$ cat config.mk
export PLATFORM = sky130hd
export DESIGN_NAME = pingpong_buffer_scheduler
export DESIGN_NICKNAME = d
export VERILOG_FILES = /design/src/rtl/pingpong_buffer_scheduler.sv
export SDC_FILE = /design/constraint.sdc
export NUM_CORES = 1
export LEC_CHECK = 0
export CAP_MARGIN = 30
export CORE_ASPECT_RATIO = 0.9
export CORE_MARGIN = 4
export CORE_UTILIZATION = 55
export CTS_BUF_LIST = sky130_fd_sc_hd__clkbuf_8
export CTS_CLUSTER_SIZE = 30
export DETAILED_ROUTE_END_ITERATION = 8
export DONT_BUFFER_PORTS = 1
export PLACE_DENSITY_LB_ADDON = 0.12
export SYNTH_ARGS = -nofsm -noshare
export SYNTH_HDL_FRONTEND = slang
export SYNTH_SLANG_ARGS = --single-unit
$ cat constraint.sdc
create_clock -name clk -period 2.7 [get_ports clk]
set_input_delay 0.81 -clock clk [delete_from_list [all_inputs] [get_ports clk]]
set_output_delay 0.81 -clock clk [all_outputs]
set_load 0.02 [all_outputs]
$ cat src/rtl/pingpong_buffer_scheduler.sv
// Block-granular ping-pong scheduler for the two-bank FEC encoder input buffer.
// Gates per-FIFO write/read enables so whole blocks are filled and drained in write order.
//
// bank state | meaning
// B_EMPTY    | no data, writable
// B_FILLING  | partially written block, writable
// B_READY    | complete block, nothing read yet
// B_DRAINING | complete block, partially read
module pingpong_buffer_scheduler #(
   parameter int BLOCK_LEN = 16,
   parameter int CNT_W     = $clog2(BLOCK_LEN)
) (
   input  logic clk,
   input  logic rst,
   input  logic wr_en,
   input  logic rd_en,
   input  logic empty_buff1,
   input  logic empty_buff2,
   input  logic full_buff1,
   input  logic full_buff2,
   output logic wr_en_buff1,
   output logic wr_en_buff2,
   output logic rd_en_buff1,
   output logic rd_en_buff2,
   output logic wr_sel,
   output logic rd_sel,
   output logic block_ready,
   output logic empty,
   output logic full,
   output logic wr_drop,
   output logic rd_err,
   output logic block_done
);

   typedef enum logic [1:0] {B_EMPTY, B_FILLING, B_READY, B_DRAINING} bank_t;

   localparam logic [CNT_W-1:0] LAST = CNT_W'(BLOCK_LEN - 1);

   bank_t            bank_q [2];
   bank_t            bank_d [2];
   logic             wr_sel_q, wr_sel_d;
   logic             rd_sel_q, rd_sel_d;
   logic [CNT_W-1:0] wr_cnt_q, wr_cnt_d;
   logic [CNT_W-1:0] rd_cnt_q, rd_cnt_d;
   logic             wr_ok, rd_ok;
   logic             wr_last, rd_last;
   logic             wr_bank_open, rd_bank_full;

   always_ff @(posedge clk) begin
      if (rst) begin
         for (int i = 0; i < 2; i++) bank_q[i] <= B_EMPTY;
         wr_sel_q <= 1'b0;
         rd_sel_q <= 1'b0;
         wr_cnt_q <= '0;
         rd_cnt_q <= '0;
      end else begin
         for (int i = 0; i < 2; i++) bank_q[i] <= bank_d[i];
         wr_sel_q <= wr_sel_d;
         rd_sel_q <= rd_sel_d;
         wr_cnt_q <= wr_cnt_d;
         rd_cnt_q <= rd_cnt_d;
      end
   end

   always_comb begin
      for (int i = 0; i < 2; i++) bank_d[i] = bank_q[i];
      wr_sel_d     = wr_sel_q;
      rd_sel_d     = rd_sel_q;
      wr_cnt_d     = wr_cnt_q;
      rd_cnt_d     = rd_cnt_q;
      wr_bank_open = (bank_q[wr_sel_q] == B_EMPTY) || (bank_q[wr_sel_q] == B_FILLING);
      rd_bank_full = (bank_q[rd_sel_q] == B_READY) || (bank_q[rd_sel_q] == B_DRAINING);
      // Reset overrides handshakes so no strobe reaches the FIFOs while they are being cleared.
      wr_ok   = !rst && wr_en && wr_bank_open && !(wr_sel_q ? full_buff2 : full_buff1);
      rd_ok   = !rst && rd_en && rd_bank_full && !(rd_sel_q ? empty_buff2 : empty_buff1);
      wr_last = (wr_cnt_q == LAST);
      rd_last = (rd_cnt_q == LAST);

      if (wr_ok) begin
         if (wr_last) begin
            wr_cnt_d = '0;
            wr_sel_d = ~wr_sel_q;
         end else begin
            wr_cnt_d = wr_cnt_q + 1'b1;
         end
      end
      if (rd_ok) begin
         if (rd_last) begin
            rd_cnt_d = '0;
            rd_sel_d = ~rd_sel_q;
         end else begin
            rd_cnt_d = rd_cnt_q + 1'b1;
         end
      end

      // The write bank is never READY/DRAINING and the read bank always is, so they cannot collide.
      for (int i = 0; i < 2; i++) begin
         if (wr_ok && (wr_sel_q == i[0])) bank_d[i] = wr_last ? B_READY : B_FILLING;
         if (rd_ok && (rd_sel_q == i[0])) bank_d[i] = rd_last ? B_EMPTY : B_DRAINING;
      end
   end

   assign wr_en_buff1 = wr_ok && !wr_sel_q;
   assign wr_en_buff2 = wr_ok &&  wr_sel_q;
   assign rd_en_buff1 = rd_ok && !rd_sel_q;
   assign rd_en_buff2 = rd_ok &&  rd_sel_q;
   assign wr_drop     = !rst && wr_en && !wr_ok;
   assign rd_err      = !rst && rd_en && !rd_ok;
   assign block_done  = rd_ok && rd_last;

   assign wr_sel      = wr_sel_q;
   assign rd_sel      = rd_sel_q;
   assign full        = (bank_q[wr_sel_q] == B_READY) || (bank_q[wr_sel_q] == B_DRAINING);
   assign block_ready = (bank_q[0] == B_READY) || (bank_q[0] == B_DRAINING) ||
                        (bank_q[1] == B_READY) || (bank_q[1] == B_DRAINING);
   assign empty       = !block_ready;

endmodule

; ---- After elaboration in Yosys (flattened, before gate mapping)
; Memory sizes are Yosys's and may differ from the RTL's. A register that Yosys moved wholly into a read port is not among the register bits.
; Index checks and enable logic that the tools add are counted.
[totals]
mem_count = 1
ram_bits = 4
romBits = 0
output_inout_bits = 12
ff_bits = 10
latch_bits = 0
[classes]
reduce_logical = 32
bitwise = 4
n_addsub = 2
order_cmp = 0
mux = 19
n_shift = 0
n_eq_ne = 11
div = 0
multipliers = 0
[memory_table]
columns = memory, depth, word_bits, rd, rd_clocked_by_memory_dff, write_ports, line
row1 = bank_q, 2, 2, 4, 2, 2, 39  ; bank_t bank_q [2];
[op_table]
columns = op, n
row1 = "2-bit == test, second input constant", 8
row2 = 2-bit 2-to-1 mux, 8
row3 = 1-bit logical AND, 15
row4 = 1-bit 2-to-1 mux, 9
row5 = "4-bit by 1-bit adder with 4-bit output, second input constant", 2
row6 = "4-bit == test, second input constant", 2
row7 = 1-bit zero test, 8
row8 = 4-bit 2-to-1 mux, 2
row9 = 1-bit logical OR, 6
row10 = 2-bit AND reduction, 2
row11 = "2-bit by 1-bit == test with 1-bit output, second input constant", 1
row12 = 2-bit zero test, 1
row13 = 1-bit inverter, 2
row14 = 1-bit OR, 2

; ---- Longest topological paths before layout
; Gate-level depths: netlist of run 1.
[logic_depth]
depth_word = 8
ltp_mapped = 6
mapped_depth_nobuf = 5

; ---- Worst setup path before layout of run 1
; OpenSTA, ideal clock, no wires.
[synth_path]
kind = input-to-output
from = input rst
to = output wr_en_buff1
path_buffers = 1
path_slack_ns = 0.048
stages = 3
arrival_time_ns = 1.842
cell_sequence = buf_2 nand2b_2 nor4_1
[synth_via]
elab_chain_cells = 5
[synth_lines]
columns = element, line
row1 = "start, declared", 14  ; input logic rst,
row2 = 1-bit zero test, 74  ; wr_ok = !rst && wr_en && wr_bank_open && !(wr_sel_q ? full_buff2 : full_buff1);
row3 = 1-bit logical AND (3 in series), 74
row4 = 1-bit logical AND, 103  ; assign wr_en_buff1 = wr_ok && !wr_sel_q;
row5 = "end, declared", 21  ; output logic wr_en_buff1,
; No other way between the ends.

; ---- Final worst setup path of run 1
[layout_path]
from = register rd_sel_q, in the netlist rd_sel
to = output rd_en_buff2
[layout_via]
elab_chain_cells = 4
[layout_lines]
columns = element, line
row1 = "start, declared", 42  ; logic rd_sel_q, rd_sel_d;
row2 = "start signal, assigned", 59  ; rd_sel_q <= rd_sel_d;
row3 = 1-bit 2-to-1 mux, 75  ; rd_ok = !rst && rd_en && rd_bank_full && !(rd_sel_q ? empty_buff2 : empty_buff1);
row4 = 1-bit zero test, 75
row5 = 1-bit logical AND, 75
row6 = 1-bit logical AND *, 106  ; assign rd_en_buff2 = rd_ok && rd_sel_q;
row7 = "end, declared", 24  ; output logic rd_en_buff2,
; Every way passes the cells marked *; elsewhere a longest branch is shown, timed or not.

==> impl_metrics.prom, run 1 <==
# TYPE chip_impl_metric gauge
chip_impl_metric{name="max_cap_violations",unit=""} 0
chip_impl_metric{name="tritoncts.num_buffers",unit=""} 3
chip_impl_info{name="path_cells",value="mux2_4 -> nor4_4"} 1
chip_impl_metric{name="flop_and_latch_count_out_of_synthesis",unit=""} 14
chip_impl_metric{name="power.density",unit="nW/um2"} 476
chip_impl_metric{name="die_w",unit="um"} 49.4
chip_impl_metric{name="route.detailed.wl_per_inst",unit="um"} 14.5
chip_impl_metric{name="route.antenna.remaining_nets",unit=""} 0
chip_impl_metric{name="worst_hold_slack",unit="ns"} 0.504
chip_impl_info{name="worstSetupPathType",value="flip-flop to output pin"} 1
chip_impl_info{name="worst_setup_path_start_kind",value="flip-flop"} 1
chip_impl_metric{name="groute.layer.met3.usage",unit=""} 0.0594
chip_impl_metric{name="crit_path_max_incr_delay",unit="ns"} 0.60
chip_impl_metric{name="vdd_drop_max",unit="V"} 0.000316
chip_impl_metric{name="via_density_per_instance",unit=""} 5.74
chip_impl_metric{name="synth_async_sr_flop_share",unit=""} 0
chip_impl_metric{name="netlist.area_leader.share",unit=""} 0.330
chip_impl_metric{name="number_of_gates_resized_after_cts",unit=""} 0
chip_impl_metric{name="arrival",unit="ns"} 1.64
chip_impl_metric{name="chipHeight",unit="um"} 45.3
chip_impl_metric{name="buffer_ports.inserted",unit=""} 0
chip_impl_metric{name="lkg_pwr",unit="nW"} 0.337
chip_impl_metric{name="drc_errors",unit=""} 0
chip_impl_metric{name="cp_data_required_time",unit="ns"} 1.89
chip_impl_metric{name="max_slew_margin",unit=""} 0.670
chip_impl_metric{name="finalNetCount",unit=""} 102
chip_impl_metric{name="cts_num_sinks",unit=""} 14
chip_impl_metric{name="postSynthNetCount",unit=""} 98
chip_impl_metric{name="insertion_delay",unit="ns"} 0.24
chip_impl_metric{name="synth-warning-count",unit=""} 0
chip_impl_metric{name="worst_slew_pin_slew",unit="ns"} 0.491
chip_impl_metric{name="drt_iter0_drc",unit=""} 11
chip_impl_metric{name="dpl.hpwl",unit="mm"} 1.14
chip_impl_metric{name="avgSynthCellArea",unit="um2"} 9.65
chip_impl_info{name="synth.top_cells.by_count",value="dfxtp_1 (14), nor2_1 (14), inv_1 (5), nand2_1 (5)"} 1
chip_impl_info{name="unrepaired_setup_endpoints_after_global_routing",value="false"} 1
chip_impl_info{name="globalRoute.busiestLayer",value="met2"} 1
chip_impl_info{name="root_buffer",value="clkbuf_8"} 1
chip_impl_metric{name="first_pass_iters",unit=""} 4
chip_impl_metric{name="syn_to_final_growth",unit="%"} 7.66
chip_impl_metric{name="syn_area",unit="um2"} 850
chip_impl_metric{name="finClkSkew",unit="ns"} 0.00272
chip_impl_metric{name="vias",unit=""} 608
chip_impl_metric{name="grt_util_met1",unit=""} 0.217
chip_impl_metric{name="placeableCoreArea",unit="um2"} 1450
chip_impl_info{name="synthDominantAreaCellType",value="dfxtp_1"} 1
chip_impl_metric{name="pin_count_of_the_biggest_net_entering_global_routing",unit=""} 18
chip_impl_info{name="hold_path.class",value="flip-flop to flip-flop"} 1
chip_impl_metric{name="num-fill-cells",unit=""} 117
chip_impl_info{name="top_cells_by_area_synth",value="dfxtp_1 (33%), nor4_4 (7.5%), nor2_1 (6.2%)"} 1
chip_impl_metric{name="synth_seq_area_share",unit=""} 0.330
chip_impl_metric{name="finalHoldViolations",unit=""} 0
chip_impl_metric{name="grt_usage",unit=""} 0.166
chip_impl_metric{name="layout_cell_share_with_drive_strength_beyond_1",unit=""} 0.231
chip_impl_metric{name="floorplan.die_area",unit="um2"} 2240
chip_impl_info{name="worst_path_dominant_cell_family",value="flip-flops"} 1
chip_impl_metric{name="clk_transition_reported_paths",unit="ns"} 0.05
chip_impl_metric{name="post_synth_num_cell_types",unit=""} 32
chip_impl_metric{name="finalInstanceArea",unit="um2"} 915
chip_impl_metric{name="post-route-min-period",unit="ns"} 2.45
chip_impl_metric{name="final-seq-area",unit="um2"} 280
chip_impl_metric{name="timing_max_transition_violations_final",unit=""} 0
chip_impl_metric{name="syn-instance-count",unit=""} 88
chip_impl_metric{name="detailed_place.area",unit="um2"} 860
chip_impl_metric{name="fin_tns_setup",unit="ns"} 0
chip_impl_metric{name="clock_tree.htree_level_count",unit=""} 1
chip_impl_metric{name="clock_tree.buffer_depth",unit=""} 2
chip_impl_info{name="critical_path_capture_point_type",value="output pin"} 1
chip_impl_metric{name="globalRouteMet2Util",unit=""} 0.235
chip_impl_metric{name="setup_viol",unit=""} 0
chip_impl_metric{name="synth_enable_flop_cells",unit=""} 0
chip_impl_info{name="cts_tree",value="yes"} 1
chip_impl_metric{name="crit_path_max_fanout",unit=""} 6
chip_impl_metric{name="number_of_antenna_violations_at_the_first_check_in_global_routing",unit=""} 0
chip_impl_metric{name="total_power",unit="W"} 0.000436
chip_impl_metric{name="number_of_inserted_diodes",unit=""} 0
chip_impl_metric{name="worstPathBufferInverterCount",unit=""} 0
chip_impl_metric{name="start_util",unit=""} 0.587
chip_impl_metric{name="clock.fmax",unit="GHz"} 0.409
chip_impl_metric{name="global_route_wire_length_before_repair",unit="mm"} 2.75
chip_impl_metric{name="ioPinCount",unit=""} 20
chip_impl_metric{name="post-cts-setup-buffers",unit=""} 0
chip_impl_info{name="yosys_most_used_dff",value="dfxtp_1"} 1
chip_impl_metric{name="gp_routability_congestion",unit=""} 0.710
chip_impl_metric{name="number_of_global_route_vias_before_repair",unit=""} 562
chip_impl_metric{name="grt_overflow_total",unit=""} 0
chip_impl_metric{name="hold_buffers",unit=""} 0
chip_impl_info{name="crit_slowest_cell",value="dfxtp_1"} 1
chip_impl_metric{name="route.final.wire_length",unit="mm"} 1.53
chip_impl_metric{name="multi_input_area",unit="um2"} 519
chip_impl_metric{name="rows",unit=""} 13
chip_impl_info{name="outcome",value="complete, no violations"} 1
chip_impl_metric{name="post-route-period-util",unit=""} 0.906
## power by group
part / total (W) / internal, W / switching [W]
Clock: 0.000202 / 0.000129 / 0.0000727
Sequential: 0.000209 / 0.000208 / 0.00000139
Combinational: 0.0000245 / 0.00000975 / 0.0000148
Total: 0.000436 / 0.000347 / 0.0000888
## stage by stage
stage | util | instances | setup slack [ns]
floorplan | - | 88 | 0.0481
global placement | 0.594 | 102 | 0.378
detailed placement | 0.594 | 102 | 0.366
CTS | 0.632 | 106 | 0.234
global route | 0.632 | 106 | 0.140
finish | 0.632 | 106 | 0.253
## worst register-to-register path, stage by stage, from the launching register on
cell	delay (ns)
dfxtp_1	0.60
mux2_4	0.41
nor4_4	0.39
a211oi_1	0.11
a311oi_1	0.25
## per-layer routing
| metal | wire (um) | share of wire |
|---|---|---|
| met1 | 727 | 0.47 |
| met2 | 670 | 0.44 |
| met3 | 93 | 0.061 |
| met4 | 40 | 0.026 |
| met5 | 0 | 0 |
## cells by family (layout without fill, tap and decap cells)
group / after synthesis / count (layout) / share of synthesized area
AO/OA/AOI/OAI: 13 / 13 / 0.113
AND/OR/NAND/NOR: 40 / 40 / 0.324
adder cells (fa/ha/maj): 2 / 2 / 0.0295
multiplexers: 6 / 6 / 0.103
XOR/XNOR: 4 / 4 / 0.0412
flip-flops: 14 / 14 / 0.330
buffers and inverters: 9 / 12 / 0.0589
## cell usage in the layout (no fill, tap or decap)
master	count
nor4_1	3
nor4_4	3
nor3_1	1
nand2_1	5
nor3_4	2
a21oi_1	1
and2_2	1
nand2b_4	1
or2_1	1
nor4b_1	1
nand2b_1	3
a41oi_1	1
nand3_1	4
a21o_2	1
dfxtp_1	14
a311oi_1	3
nand2b_2	1
buf_4	3
a31oi_1	2
a221oi_1	1
clkbuf_8	4
mux2_4	3
a211oi_1	1
inv_1	5
xnor2_1	4
mux2i_4	1
a31o_2	1
o21ai_0	2
ha_1	2
mux2i_1	2
nor2_1	14
## layout make-up
| cell class | instances | share of cell area |
|---|---|---|
| Inverter | 5 | 0.0205 |
| Clock buffer | 4 | 0.0602 |
| Timing Repair Buffer | 3 | 0.0246 |
| Multi-Input combinational cell | 65 | 0.568 |
| Tap cell | 15 | 0.0205 |
| Sequential cell | 14 | 0.306 |
## path summary, 6_finish.rpt
check	startpoint	to	cells after the start	slack [ns]
hold reg to reg	rd_cnt_q[1]$_SDFFE_PP0N_	rd_cnt_q[1]$_SDFFE_PP0N_	2	0.50
setup reg to reg	rd_sel$_SDFFE_PP0P_	bank_q[1][1]$_SDFFE_PP0P_	4	0.86
setup / recovery	rd_sel$_SDFFE_PP0P_	rd_en_buff2	2	0.25
hold / removal	rd_cnt_q[1]$_SDFFE_PP0N_	rd_cnt_q[1]$_SDFFE_PP0N_	2	0.50
Power figures use the tool's default switching activity.
==> run 2: changes to the inputs <==
--- a/config.mk
+++ b/config.mk
@@ -5,6 +5,7 @@
 export SDC_FILE = /design/constraint.sdc
 export NUM_CORES = 1
 export LEC_CHECK = 0
+export ABC_CLOCK_PERIOD_IN_PS = 2700
 export CAP_MARGIN = 30
 export CORE_ASPECT_RATIO = 0.9
 export CORE_MARGIN = 4
==> results of run 2 <==
Final layout, timing and power as in run 1 (identical DEF).
